===== src/rtl/qosc_pkg.sv =====
// Shared types and constants for the quadrature oscillator controller.
// Holds the FSM encoding, the register map and the register reset values.
package qosc_pkg;

    typedef enum logic [1:0] {
        StIdle   = 2'd0,
        StLoad   = 2'd1,
        StRun    = 2'd2,
        StReload = 2'd3
    } qosc_state_e;

    localparam logic [2:0] AddrReCoeff   = 3'd0;
    localparam logic [2:0] AddrImCoeff   = 3'd1;
    localparam logic [2:0] AddrPower     = 3'd2;
    localparam logic [2:0] AddrAccuReIni = 3'd3;
    localparam logic [2:0] AddrAccuImIni = 3'd4;
    localparam logic [2:0] AddrDecim     = 3'd5;
    localparam logic [2:0] AddrTol       = 3'd6;

    localparam logic [7:0] RstReCoeff   = 8'h7D;
    localparam logic [7:0] RstImCoeff   = 8'h1B;
    localparam logic [7:0] RstPower     = 8'h40;
    localparam logic [7:0] RstAccuReIni = 8'h20;
    localparam logic [7:0] RstAccuImIni = 8'h00;
    localparam logic [7:0] RstDecim     = 8'h00;
    localparam logic [7:0] RstTol       = 8'h10;

    function automatic logic is_loading(qosc_state_e s);
        return (s == StLoad) || (s == StReload);
    endfunction

endpackage


===== src/rtl/qosc_cfg_if.sv =====
// Register write handshake between a configuring master and the oscillator controller.
interface qosc_cfg_if;
    logic       cfg_valid;
    logic       cfg_ready;
    logic [2:0] cfg_addr;
    logic [7:0] cfg_data;

    modport master (output cfg_valid, output cfg_addr, output cfg_data, input cfg_ready);
    modport slave  (input cfg_valid, input cfg_addr, input cfg_data, output cfg_ready);
endinterface


===== src/rtl/qosc_mag_check.sv =====
// Squared-magnitude window compare: |((re^2 + im^2) >> 4) - power| > tol.
module qosc_mag_check (
    input  logic [7:0] accu_re,
    input  logic [7:0] accu_im,
    input  logic [7:0] power,
    input  logic [7:0] tol,
    output logic       out_of_window
);
    logic [15:0] re_x, im_x, re_sq, im_sq, sum;
    logic [11:0] mag, pow_x, diff;

    // Sign-extend to 16 bits; the low 16 bits of the product are exact since |x|^2 <= 2^14.
    assign re_x  = {{8{accu_re[7]}}, accu_re};
    assign im_x  = {{8{accu_im[7]}}, accu_im};
    assign re_sq = re_x * re_x;
    assign im_sq = im_x * im_x;
    assign sum   = re_sq + im_sq;
    assign mag   = 12'(sum >> 4);
    assign pow_x = {4'b0, power};
    assign diff  = (mag >= pow_x) ? (mag - pow_x) : (pow_x - mag);

    assign out_of_window = diff > {4'b0, tol};
endmodule


===== src/rtl/qosc_ctrl.sv =====
// Oscillator controller: config registers, load/run/relock sequencing and status.
// All outputs come straight from flops; next-state values are computed one cycle ahead.
module qosc_ctrl
    import qosc_pkg::*;
#(
    parameter int unsigned LOAD_CYCLES = 2
) (
    input  logic        clk,
    input  logic        rst,
    qosc_cfg_if.slave   cfg,
    input  logic        start,
    input  logic        stop,
    input  logic [7:0]  accu_re,
    input  logic [7:0]  accu_im,
    output logic        load,
    output logic [7:0]  re_coeff,
    output logic [7:0]  im_coeff,
    output logic [7:0]  power,
    output logic [7:0]  accu_re_init,
    output logic [7:0]  accu_im_init,
    output logic        sample_valid,
    output logic        busy,
    output logic [1:0]  state,
    output logic [7:0]  relock_cnt
);
    localparam logic [3:0] LdLast = 4'(LOAD_CYCLES - 1);

    qosc_state_e state_q, state_d;
    logic [3:0]  ld_cnt_q, ld_cnt_d;
    logic [7:0]  dec_q, dec_d;
    logic        miss_q, miss_d;
    logic [7:0]  relock_q, relock_d;
    logic        sv_q, sv_d;
    logic        load_q, busy_q, cfg_ready_q;
    logic [7:0]  re_coeff_q, im_coeff_q, power_q, accu_re_ini_q, accu_im_ini_q, decim_q, tol_q;
    logic        cfg_we, oow;

    assign cfg_we = cfg.cfg_valid && cfg_ready_q;

    qosc_mag_check u_mag_check (
        .accu_re       (accu_re),
        .accu_im       (accu_im),
        .power         (power_q),
        .tol           (tol_q),
        .out_of_window (oow)
    );

    always_comb begin
        state_d  = state_q;
        ld_cnt_d = '0;
        dec_d    = '0;
        miss_d   = 1'b0;
        relock_d = relock_q;
        unique case (state_q)
            StIdle: begin
                if (start && !stop) begin
                    state_d  = StLoad;
                    relock_d = '0;
                end
            end
            StLoad, StReload: begin
                if (stop)                    state_d  = StIdle;
                else if (ld_cnt_q == LdLast) state_d  = StRun;
                else                         ld_cnt_d = ld_cnt_q + 4'd1;
            end
            StRun: begin
                if (stop) begin
                    state_d = StIdle;
                end else begin
                    dec_d  = (dec_q == decim_q) ? 8'd0 : dec_q + 8'd1;
                    miss_d = miss_q;
                    if (sv_q) begin
                        if (!oow) begin
                            miss_d = 1'b0;
                        end else if (miss_q) begin
                            // Second consecutive miss: relock the oscillator.
                            state_d  = StReload;
                            dec_d    = '0;
                            miss_d   = 1'b0;
                            relock_d = (relock_q == 8'hFF) ? relock_q : relock_q + 8'd1;
                        end else begin
                            miss_d = 1'b1;
                        end
                    end
                end
            end
        endcase
        sv_d = (state_d == StRun) && (dec_d == decim_q);
    end

    always_ff @(posedge clk or posedge rst) begin
        if (rst) begin
            state_q     <= StIdle;
            ld_cnt_q    <= '0;
            dec_q       <= '0;
            miss_q      <= 1'b0;
            relock_q    <= '0;
            sv_q        <= 1'b0;
            load_q      <= 1'b0;
            busy_q      <= 1'b0;
            cfg_ready_q <= 1'b1;
        end else begin
            state_q     <= state_d;
            ld_cnt_q    <= ld_cnt_d;
            dec_q       <= dec_d;
            miss_q      <= miss_d;
            relock_q    <= relock_d;
            sv_q        <= sv_d;
            load_q      <= is_loading(state_d);
            busy_q      <= state_d != StIdle;
            cfg_ready_q <= state_d == StIdle;
        end
    end

    always_ff @(posedge clk or posedge rst) begin
        if (rst) begin
            re_coeff_q    <= RstReCoeff;
            im_coeff_q    <= RstImCoeff;
            power_q       <= RstPower;
            accu_re_ini_q <= RstAccuReIni;
            accu_im_ini_q <= RstAccuImIni;
            decim_q       <= RstDecim;
            tol_q         <= RstTol;
        end else if (cfg_we) begin
            case (cfg.cfg_addr)
                AddrReCoeff:   re_coeff_q    <= cfg.cfg_data;
                AddrImCoeff:   im_coeff_q    <= cfg.cfg_data;
                AddrPower:     power_q       <= cfg.cfg_data;
                AddrAccuReIni: accu_re_ini_q <= cfg.cfg_data;
                AddrAccuImIni: accu_im_ini_q <= cfg.cfg_data;
                AddrDecim:     decim_q       <= cfg.cfg_data;
                AddrTol:       tol_q         <= cfg.cfg_data;
                default: ;
            endcase
        end
    end

    assign cfg.cfg_ready  = cfg_ready_q;
    assign load           = load_q;
    assign busy           = busy_q;
    assign state          = state_q;
    assign sample_valid   = sv_q;
    assign relock_cnt     = relock_q;
    assign re_coeff       = re_coeff_q;
    assign im_coeff       = im_coeff_q;
    assign power          = power_q;
    assign accu_re_init   = accu_re_ini_q;
    assign accu_im_init   = accu_im_ini_q;
endmodule


===== src/flat_wrapper.sv =====
// flat-port wrapper written by rule: the top's interface ports become plain ports
module qosc_ctrl_flat import qosc_pkg::*;
#(
    parameter int unsigned LOAD_CYCLES = 2
)
  (clk, rst, start, stop, accu_re, accu_im, load, re_coeff, im_coeff, power, accu_re_init, accu_im_init, sample_valid, busy, state, relock_cnt, cfg_cfg_valid, cfg_cfg_addr, cfg_cfg_data, cfg_cfg_ready);
  qosc_cfg_if cfg_i ();
  input  logic clk;
  input  logic rst;
  input  logic start;
  input  logic stop;
  input  logic [7:0] accu_re;
  input  logic [7:0] accu_im;
  output logic load;
  output logic [7:0] re_coeff;
  output logic [7:0] im_coeff;
  output logic [7:0] power;
  output logic [7:0] accu_re_init;
  output logic [7:0] accu_im_init;
  output logic sample_valid;
  output logic busy;
  output logic [1:0] state;
  output logic [7:0] relock_cnt;
  input wire logic [$bits(cfg_i.cfg_valid)-1:0] cfg_cfg_valid;
  input wire logic [$bits(cfg_i.cfg_addr)-1:0] cfg_cfg_addr;
  input wire logic [$bits(cfg_i.cfg_data)-1:0] cfg_cfg_data;
  output wire logic [$bits(cfg_i.cfg_ready)-1:0] cfg_cfg_ready;
  assign cfg_i.cfg_valid = cfg_cfg_valid;
  assign cfg_i.cfg_addr = cfg_cfg_addr;
  assign cfg_i.cfg_data = cfg_cfg_data;
  assign cfg_cfg_ready = cfg_i.cfg_ready;
  qosc_ctrl #(.LOAD_CYCLES(LOAD_CYCLES)) u_core (.clk(clk), .rst(rst), .cfg(cfg_i), .start(start), .stop(stop), .accu_re(accu_re), .accu_im(accu_im), .load(load), .re_coeff(re_coeff), .im_coeff(im_coeff), .power(power), .accu_re_init(accu_re_init), .accu_im_init(accu_im_init), .sample_valid(sample_valid), .busy(busy), .state(state), .relock_cnt(relock_cnt));
endmodule

===== config.mk =====
export PLATFORM = sky130hd
export DESIGN_NAME = qosc_ctrl_flat
export DESIGN_NICKNAME = d
export VERILOG_FILES = /design/src/rtl/qosc_pkg.sv /design/src/rtl/qosc_cfg_if.sv /design/src/rtl/qosc_mag_check.sv /design/src/rtl/qosc_ctrl.sv /design/src/flat_wrapper.sv
export SDC_FILE = /design/constraint.sdc
export NUM_CORES = 1
export LEC_CHECK = 0
export CAP_MARGIN = 30
export CORE_MARGIN = 5
export CORE_UTILIZATION = 55
export CTS_BUF_LIST = sky130_fd_sc_hd__clkbuf_4 sky130_fd_sc_hd__clkbuf_8
export DETAILED_ROUTE_END_ITERATION = 6
export GPL_TIMING_DRIVEN = 0
export MAX_ROUTING_LAYER = met4
export PLACE_DENSITY = 0.8
export SYNTH_ARGS = -nofsm -noshare
export SYNTH_HDL_FRONTEND = slang
export SYNTH_SLANG_ARGS = --single-unit

===== constraint.sdc =====
create_clock -name clk -period 3.8 [get_ports clk]
set_clock_uncertainty 0.15 [all_clocks]
set_input_delay 0.95 -clock clk [delete_from_list [all_inputs] [get_ports clk]]
set_output_delay 0.95 -clock clk [all_outputs]
set_load 0.005 [all_outputs]

==> results of run 1 <==
==> placed cells by master, fill, tap and decap left out, drive strengths merged, types with 4 or more instances in the layout <==
cell	synthesis	layout
nor2b	22	22
nor3	7	7
inv	167	167
mux2i	8	8
buf	2	71
clkdlybuf4s50	0	69
o211ai	5	5
o21ai	28	28
mux2	43	43
and3	6	6
o21a	5	5
a221oi	4	4
o21bai	5	5
nand3	17	17
or3	5	5
clkbuf	16	25
ha	83	83
a21o	10	10
xor2	19	19
and2	36	36
nand4	7	7
dfrtp	68	68
o31ai	4	4
fa	114	114
a31o	4	4
nor2	41	41
nand2b	10	10
dfstp	14	14
a21oi	29	29
or4	6	6
xnor2	32	32
nand2	56	56
==> registers in the layout (all words and copies together), names as in the netlist <==
register              flops
u_core.busy               1
u_core.dec_q              8
u_core.re_coeff           8
u_core.power              8
u_core.accu_re_init       8
u_core.ld_cnt_q           4
u_core.miss_q             1
u_core.cfg.cfg_ready      1
u_core.decim_q            8
u_core.relock_cnt         8
u_core.sample_valid       1
u_core.tol_q              8
u_core.load               1
u_core.im_coeff           8
u_core.state              1
u_core.accu_im_init       8
==> Yosys cell counts, types with 5 or more instances <==
cell type  instances  area (µm²)
clkbuf_1          16       60.06
xnor2_1           30       262.8
inv_1            167       626.9
o21bai_1           5       37.54
mux2_2            43       484.2
dfrtp_1           68        1702
nand2_1           56       210.2
ha_1              83        1039
or4_1              5       37.54
and3_1             6       37.54
or3_1              5       31.28
nor2_1            41       153.9
dfstp_2           14       367.9
nand4_1            7       43.79
nand3_1           17       85.08
a21o_1            10       75.07
o21a_1             5       37.54
fa_1             114        2282
and2_1            36       225.2
o211ai_1           5       37.54
a21oi_1           29       145.1
nor3_1             6       30.03
nand2b_1          10       62.56
mux2i_1            8       80.08
o21ai_0           26       130.1
nor2b_1           22       137.6
xor2_1            19       166.4
==> layer usage <==
layer | track usage | vias up
met5 | - | -
met1 | 0.2731 | 3423
li1 | - | 3267
met2 | 0.3766 | 165
met4 | 0.06076 | 0
met3 | 0.02882 | 39
==> logic make-up (layout without fill, tap and decap cells) <==
group | Yosys count | after routing
AND/OR/NAND/NOR | 227 | 227
adder cells (fa/ha/maj) | 197 | 197
buffers and inverters | 185 | 337
AO/OA/AOI/OAI | 120 | 120
flip-flops | 82 | 82
XOR/XNOR | 53 | 53
multiplexers | 51 | 51
==> stage by stage <==
step	hold WS (ns)	worst slack [ns]	instances	TNS, ns
3_3_place_gp	0.3310	-6.453	1220	-168.26
3_5_place_dp	0.3385	-6.581	1221	-123.83
4_1_cts	0.3514	-4.961	1271	-93.02
6_report	0.3503	-4.897	1287	-92.02
2_1_floorplan	0.3069	-4.862	915	-91.36
5_1_grt	0.3730	-5.231	1287	-98.59
==> how the worst min path moves through the flow <==
stage	from	endpoint	slack (ns)	depth (start not counted)
4_1_cts	u_core.ld_cnt_q[0]	u_core.ld_cnt_q[0]	0.35	1
6_report	u_core.ld_cnt_q[0]	u_core.ld_cnt_q[0]	0.35	1
2_1_floorplan	u_core.ld_cnt_q[0]	u_core.ld_cnt_q[0]	0.31	1
5_1_grt	u_core.ld_cnt_q[0]	u_core.ld_cnt_q[0]	0.37	1
3_5_place_dp	u_core.ld_cnt_q[0]	u_core.ld_cnt_q[0]	0.34	1
3_3_place_gp	u_core.ld_cnt_q[0]	u_core.ld_cnt_q[0]	0.33	1
==> layout make-up <==
| class | instances | area (µm²) |
|---|---|---|
| timing repair buffer | 137 | 1325 |
| tap | 220 | 275.3 |
| inverter | 167 | 634.4 |
| buffer | 17 | 150.1 |
| clock buffer | 11 | 151.4 |
| sequential | 82 | 2069 |
| multi-input combinational | 648 | 6870 |
| fill | 1225 | 4903 |
| clock inverter | 5 | 86.33 |
==> worst reg2reg max path, stage by stage (launching register included) <==
cell,delay [ns]
dfrtp_1,0.38
inv_1,0.06
ha_1,0.38
nor2b_1,0.16
o21ai_0,0.15
nand2b_1,0.16
a221oi_4,0.35
nand4b_4,0.24
mux2i_1,0.24
xor2_1,0.19
ha_1,0.28
o21a_1,0.11
o21a_1,0.16
o21a_1,0.17
o21bai_2,0.19
a21oi_4,0.11
a211oi_4,0.35
a211oi_2,0.14
o221a_2,0.30
==> what timing repair did <==
item / in CTS / in global routing
pin swaps: 66 / 55
resized for setup: 142 / 62
endpoints found under the hold margin: 0 / 0
setup endpoints to repair: 19 / 19
setup buffers: 33 / 16
cloned: 2 / 0
==> results_dict.tcl, run 1 <==
set metrics [dict create \
    synth.distinct_cells 64 \
    crit_path_start_kind "input port" \
    numCtsBuffers 9 \
    viasPerCell 5.357 \
    synth_xor_area_frac 0.05546 \
    wl_per_cell_um 15.89 \
    worstMarginPinSlew_ns 0.6545 \
    synth.area.mux_share 0.06145 \
    reg2reg_depth 18 \
    track_usage 0.2186 \
    area_delta_synth_final_pct 25.92 \
    die_w_um 139.2 \
    postRouteAntennaNets 0 \
    cp_top_family "adder cells" \
    synth_top_family_by_area "adder cells" \
    highest_layer "met4" \
    layout-drive-gt1-share 0.2399 \
    path_buf_inv 6 \
    wl_met2_mm 10.53 \
    min_path_type "register to register" \
    ys_seq_area_frac 0.2254 \
    crit_arrival_ns 8.79 \
    critPathRequiredTime_ns 3.89 \
    overflow 0 \
    r2r-end "u_core.sample_valid" \
    rsz0062_at_grt "true" \
    drc 0 \
    synth-async-reset-ratio 1.000 \
    io_buffer_count 85 \
    ys_seq_elements 82 \
    max_freq_ghz 0.1150 \
    core_um2 16470 \
    post-route-util 0.7022 \
    endpoint "u_core.sample_valid" \
    maxSlewViolCount 0 \
    cp_slowest_cell "fa_1" \
    cts_hold_buf 0 \
    diodes 0 \
    synth_area_um2 9183 \
    critPathMaxFanout 7 \
    grt_pass1_wl_mm 34.21 \
    hpwlAfterDp_mm 15.66 \
    grt_pass1_vias 7165 \
    clk_pin_slew_ns 0.09 \
    status "complete, but fails checks" \
    slew_headroom 0.5621 \
    synth_edf_count 0 \
    dieArea_um2 19380 \
    syn_nets 1144 \
    fin_ws_ns -4.897 \
    hold_viol_final 0 \
    r2r-start "u_core.power[2]" \
    finalCritPeriodShare 2.289 \
    critPathKind "input port to register" \
    vias 6894 \
    startpoint "accu_re[7]" \
    drtIter0Drc 344 \
    path_depth 31 \
    drt-pass1-iter-count 6 \
    worst_path_largest_cell_delay_ns 0.59 \
    antenna_found_initial 0 \
    stdcell_area_um2 11560 \
    crit_top_cell "fa_1" \
    synth-main-ff-cell "dfrtp_1" \
    route.met3.wl_um 762 \
    drv_cap 0 \
    synthCells 915 \
    die_y_um 139.2 \
    globalplace.congestion 0.8772 \
    wirelength_mm 20.45 \
    start_util 0.5577 \
    drt-met1-wl_mm 8.672 \
    ys_warn_count 0 \
    clk_path_buf_depth 2 \
    place_area_um2 10550 \
    synth-compound-area-share 0.08939 \
    pin_count 86 \
    yosys.area_share.simple 0.1303 \
    avgSynthCellArea_um2 10.04 \
    insertion_delay_ns 0.36 \
    min_period_ns 8.697 \
    setup_viol 19 \
    htree_levels 3 \
    tritoncts "done" \
    end_kind "register" \
    cts-root-buf "clkbuf_8" \
    violations "setup timing" \
    synthAdderAreaFrac 0.3616 \
    reg2reg_slack_ns -0.59 \
    grt_max_degree 66 \
    clock_sinks 82 \
    nets 1291 \
    placementRows 47 \
]
Power of run 1 is left out: the tool's default activity adds up to more than one toggle a clock period on the data nets, which glitch-free logic cannot reach.
==> inputs of run 2 (changes only) <==
- CORE_MARGIN: 5 -> unset
==> results_dict.tcl, run 2 (synthesized netlist as in run 1, its figures left out) <==
set metrics [dict create \
    status "complete, but fails checks" \
    violations "setup timing" \
    overflow 0 \
    placementRows 46 \
    critPathRequiredTime_ns 3.95 \
    final_common_cell "inv_1" \
    end_kind "register" \
    wirelength_mm 20.35 \
    wl_per_cell_um 16.02 \
    hold-worst-slack_ns 0.3555 \
    hpwlAfterDp_mm 15.21 \
    worst_path_largest_cell_delay_ns 0.58 \
    dp_cells 1217 \
    start_util 0.5698 \
    crit_path_start_kind "input port" \
    cp_top_family "adder cells" \
    maxSlewViolCount 0 \
    vias 6864 \
    min_period_ns 8.731 \
    antenna_found_initial 0 \
    diodes 0 \
    drtIter0Drc 321 \
    crit_arrival_ns 8.88 \
    postRouteAntennaNets 0 \
    pin_count 86 \
    die_w_um 131.2 \
    layout-drive-gt1-share 0.2239 \
    htree_levels 3 \
    final_cell_count_no_fill 1270 \
    drv_cap 0 \
    core_um2 16120 \
    finalCritPeriodShare 2.298 \
    insertion_delay_ns 0.37 \
    tritoncts "done" \
    critPathKind "input port to register" \
    fin_ws_ns -4.931 \
    clk_pin_slew_ns 0.09 \
    drt-pass1-iter-count 5 \
    min_path_type "register to register" \
    viasPerCell 5.405 \
    clock_sinks 82 \
    track_usage 0.2585 \
    globalplace.congestion 0.9123 \
    grt_max_degree 71 \
    nets 1278 \
    die_y_um 131.2 \
    clk_path_buf_depth 2 \
    fillers 1222 \
    drc 0 \
    path_buf_inv 7 \
    area_delta_synth_final_pct 23.82 \
    io_buffer_count 85 \
    max_freq_ghz 0.1145 \
    grt_pass1_vias 7061 \
    critPathMaxFanout 9 \
    mostFrequentLayoutCells "inv_1, fa_1, ha_1" \
    rsz0062_at_grt "true" \
    grt_pass1_wl_mm 34.70 \
    hold_viol_final 0 \
    numCtsBuffers 9 \
    crit_top_cell "fa_1" \
    dieArea_um2 17220 \
    cts-root-buf "clkbuf_8" \
    slew_headroom 0.5563 \
    cp_slowest_cell "fa_1" \
    setup_viol 19 \
    worstMarginPinSlew_ns 0.6631 \
]
-- run 2: changes by cell type in the layout (fill, tap and decap cells not counted), moves of 3 or more --
cell    delta
buf_4     -11
inv_2      -5
buf_12     -3
inv_1      +5
-- run 2: worst reg2reg max path, delay by kind of cell (launching register included) --
family | cells | cell delay (ns)
AO/OA/AOI/OAI | 6 | 1.28
AND/OR/NAND/NOR | 5 | 1.04
adder cells (fa/ha/maj) | 2 | 0.64
buffers and inverters | 3 | 0.43
flip-flops | 1 | 0.38
multiplexers | 1 | 0.27
XOR/XNOR | 1 | 0.13
-- run 2: cell type report --
class                           count  area, µm²  share of cell area
Clock buffer                       11      145.1             0.01277
Clock inverter                      5      61.31            0.005392
Tap cell                          216      270.3             0.02377
Inverter                          167      634.4             0.05579
Sequential cell                    82       2069              0.1820
Buffer                             17      147.6             0.01299
Multi-Input combinational cell    648       6860              0.6034
Timing Repair Buffer              124       1181              0.1039
-- run 2: repair_timing --
| item | 4_1_cts | 5_1_grt |
|---|---|---|
| setup buffers | 31 | 5 |
| setup endpoints to repair | 19 | 19 |
| pin swaps | 77 | 25 |
| hold endpoints to repair | 0 | 0 |
| gates resized for setup | 158 | 23 |
| hold buffers | 0 | 0 |
| cloned | 2 | 0 |
-- run 2: routing by layer --
layer	wire length [µm]	part of all wire	up-vias	track usage
met5	0	0	-	-
met4	573	0.028	0	0.09281
met3	731	0.036	40	0.03009
met2	10160	0.50	183	0.4314
met1	8884	0.44	3405	0.3252
li1	-	-	3236	-
-- run 2: final timing paths --
path,startpoint,to,cells past startpoint,slack (ns)
worst min-delay path,u_core.ld_cnt_q[0],u_core.ld_cnt_q[0],1,0.36
min in group asynchronous,rst,u_core.relock_cnt[4],2,0.69
max in group asynchronous,rst,u_core.power[6],3,2.18
worst max-delay path,accu_re[1],u_core.relock_cnt[6],32,-4.93
worst min register to register,u_core.ld_cnt_q[0],u_core.ld_cnt_q[0],1,0.36
worst max register to register,u_core.power[2],u_core.relock_cnt[6],18,-0.58
-- run 2: stage by stage --
step / setup WS (ns) / TNS (ns) / cell area, µm² / util
after floorplan: -4.862 / -91.36 / 9393 / -
after global placement: -6.443 / -166.96 / 10510 / 0.6524
after detailed placement: -6.506 / -122.71 / 10540 / 0.6543
after CTS: -4.860 / -91.69 / 11250 / 0.6981
after global routing: -5.223 / -98.15 / 11370 / 0.7055
final: -4.931 / -91.90 / 11370 / 0.7055
Power of run 2 is left out for the same reason.
==> inputs of run 3 (changes only) <==
- SLEW_MARGIN: unset -> 20
==> results_dict.tcl, run 3 (synthesized netlist as in run 1, its figures left out) <==
set metrics [dict create \
    startpoint "accu_re[7]" \
    io_buffer_count 85 \
    worstMarginPinSlew_ns 0.6569 \
    cp_slowest_cell "fa_2" \
    max_freq_ghz 0.1130 \
    placementRows 46 \
    min-delay-start "u_core.ld_cnt_q[0]" \
    numCtsBuffers 9 \
    post-route-util 0.7036 \
    hpwlAfterDp_mm 15.25 \
    die_y_um 131.2 \
    area_delta_synth_final_pct 23.48 \
    nets 1275 \
    crit_path_start_kind "input port" \
    vias 6922 \
    globalplace.congestion 0.9123 \
    setup_viol 19 \
    tritoncts "done" \
    min_path_type "register to register" \
    clk_pin_slew_ns 0.08 \
    multi_input_area_um2 6874 \
    layout-drive-gt1-share 0.2131 \
    critPathMaxFanout 7 \
    clk_path_buf_depth 2 \
    mostFrequentLayoutCells "inv_1, fa_1, ha_1" \
    crit_arrival_ns 8.99 \
    violations "setup timing" \
    critPathRequiredTime_ns 3.94 \
    die_w_um 131.2 \
    drc 0 \
    pin_count 86 \
    postRouteAntennaNets 0 \
    seqCellArea_um2 2069 \
    cts-root-buf "clkbuf_8" \
    overflow 0 \
    fillers 1213 \
    status "complete, but fails checks" \
    hold_viol_final 0 \
    final_common_cell "inv_1" \
    drv_cap 0 \
    drtIter0Drc 250 \
    track_usage 0.2565 \
    slew_headroom 0.5604 \
    start_util 0.5698 \
    core_um2 16120 \
    critPathKind "input port to register" \
    cts_hold_buf 0 \
    worst_path_largest_cell_delay_ns 0.55 \
    insertion_delay_ns 0.37 \
    viasPerCell 5.463 \
    wirelength_mm 20.59 \
    r2r-start "u_core.power[2]" \
    finalCritPeriodShare 2.329 \
    diodes 0 \
    rsz0062_at_grt "true" \
    grt_pass1_wl_mm 34.68 \
    htree_levels 3 \
    grt_pass1_vias 7148 \
    crit_top_cell "inv_1" \
    end_kind "register" \
    antenna_found_initial 0 \
    dieArea_um2 17220 \
    maxSlewViolCount 0 \
    grt_max_degree 56 \
    clock_sinks 82 \
    min_period_ns 8.850 \
    drt-pass1-iter-count 5 \
    wl_per_cell_um 16.25 \
    fin_ws_ns -5.050 \
]
==> run 3: cell types whose count changed in the layout (fill, tap and decap cells not counted), sizes merged <==
cell	before	now
clkinv	3	1
buf	56	55
clkinvlp	0	2
clkbuf	27	25
inv	168	169
bufinv	1	0
==> run 3: cell type report <==
cell class,instances,area share
plain buffers,17,0.01324
flip-flops and latches,82,0.1825
well taps,216,0.02384
inverters,167,0.05595
multi-input cells,648,0.6063
repair buffers,121,0.1021
clock inverters,5,0.003311
clock buffers,11,0.01280
==> run 3: final timing paths <==
path,end,slack (ns),cells after the start
hold reg to reg,u_core.ld_cnt_q[0],0.36,1
min in group asynchronous,u_core.miss_q,0.77,2
hold / removal,u_core.ld_cnt_q[0],0.36,1
setup reg to reg,u_core.relock_cnt[3],-0.67,18
max in group asynchronous,u_core.power[6],2.09,3
setup / recovery,u_core.relock_cnt[3],-5.05,35
==> run 3: worst max-delay path: cells and delay by family <==
family | cells | cell delay, ns
AND/OR/NAND/NOR | 6 | 1.23
adder cells (fa/ha/maj) | 9 | 3.70
XOR/XNOR | 2 | 0.32
AO/OA/AOI/OAI | 7 | 1.43
multiplexers | 1 | 0.30
buffers and inverters | 10 | 1.07
==> run 3: metrics by stage <==
stage,instances,TNS (ns),setup slack [ns],hold slack [ns],instance area [µm²]
floorplan,915,-91.36,-4.862,0.3069,9393
global placement,1216,-166.96,-6.443,0.3321,10510
detailed placement,1217,-122.73,-6.509,0.3423,10540
CTS,1258,-92.21,-4.889,0.3609,11150
global route,1267,-98.96,-5.261,0.3768,11340
finish,1267,-94.79,-5.050,0.3589,11340
==> run 3: layer usage <==
layer,wire length [µm],global-route usage,part of all wire,vias to the layer above
met2,10340,0.4326,0.50,194
met4,603,0.08889,0.029,0
met5,0,-,0,-
met3,719,0.03086,0.035,43
li1,-,-,-,3229
met1,8929,0.3193,0.43,3456
==> run 3: timing repair <==
item	CTS	global route
setup endpoints to repair	19	19
gates cloned	2	0
gates resized for setup	147	20
buffers inserted	24	9
pin swaps	75	37
Power of run 3 is left out for the same reason.
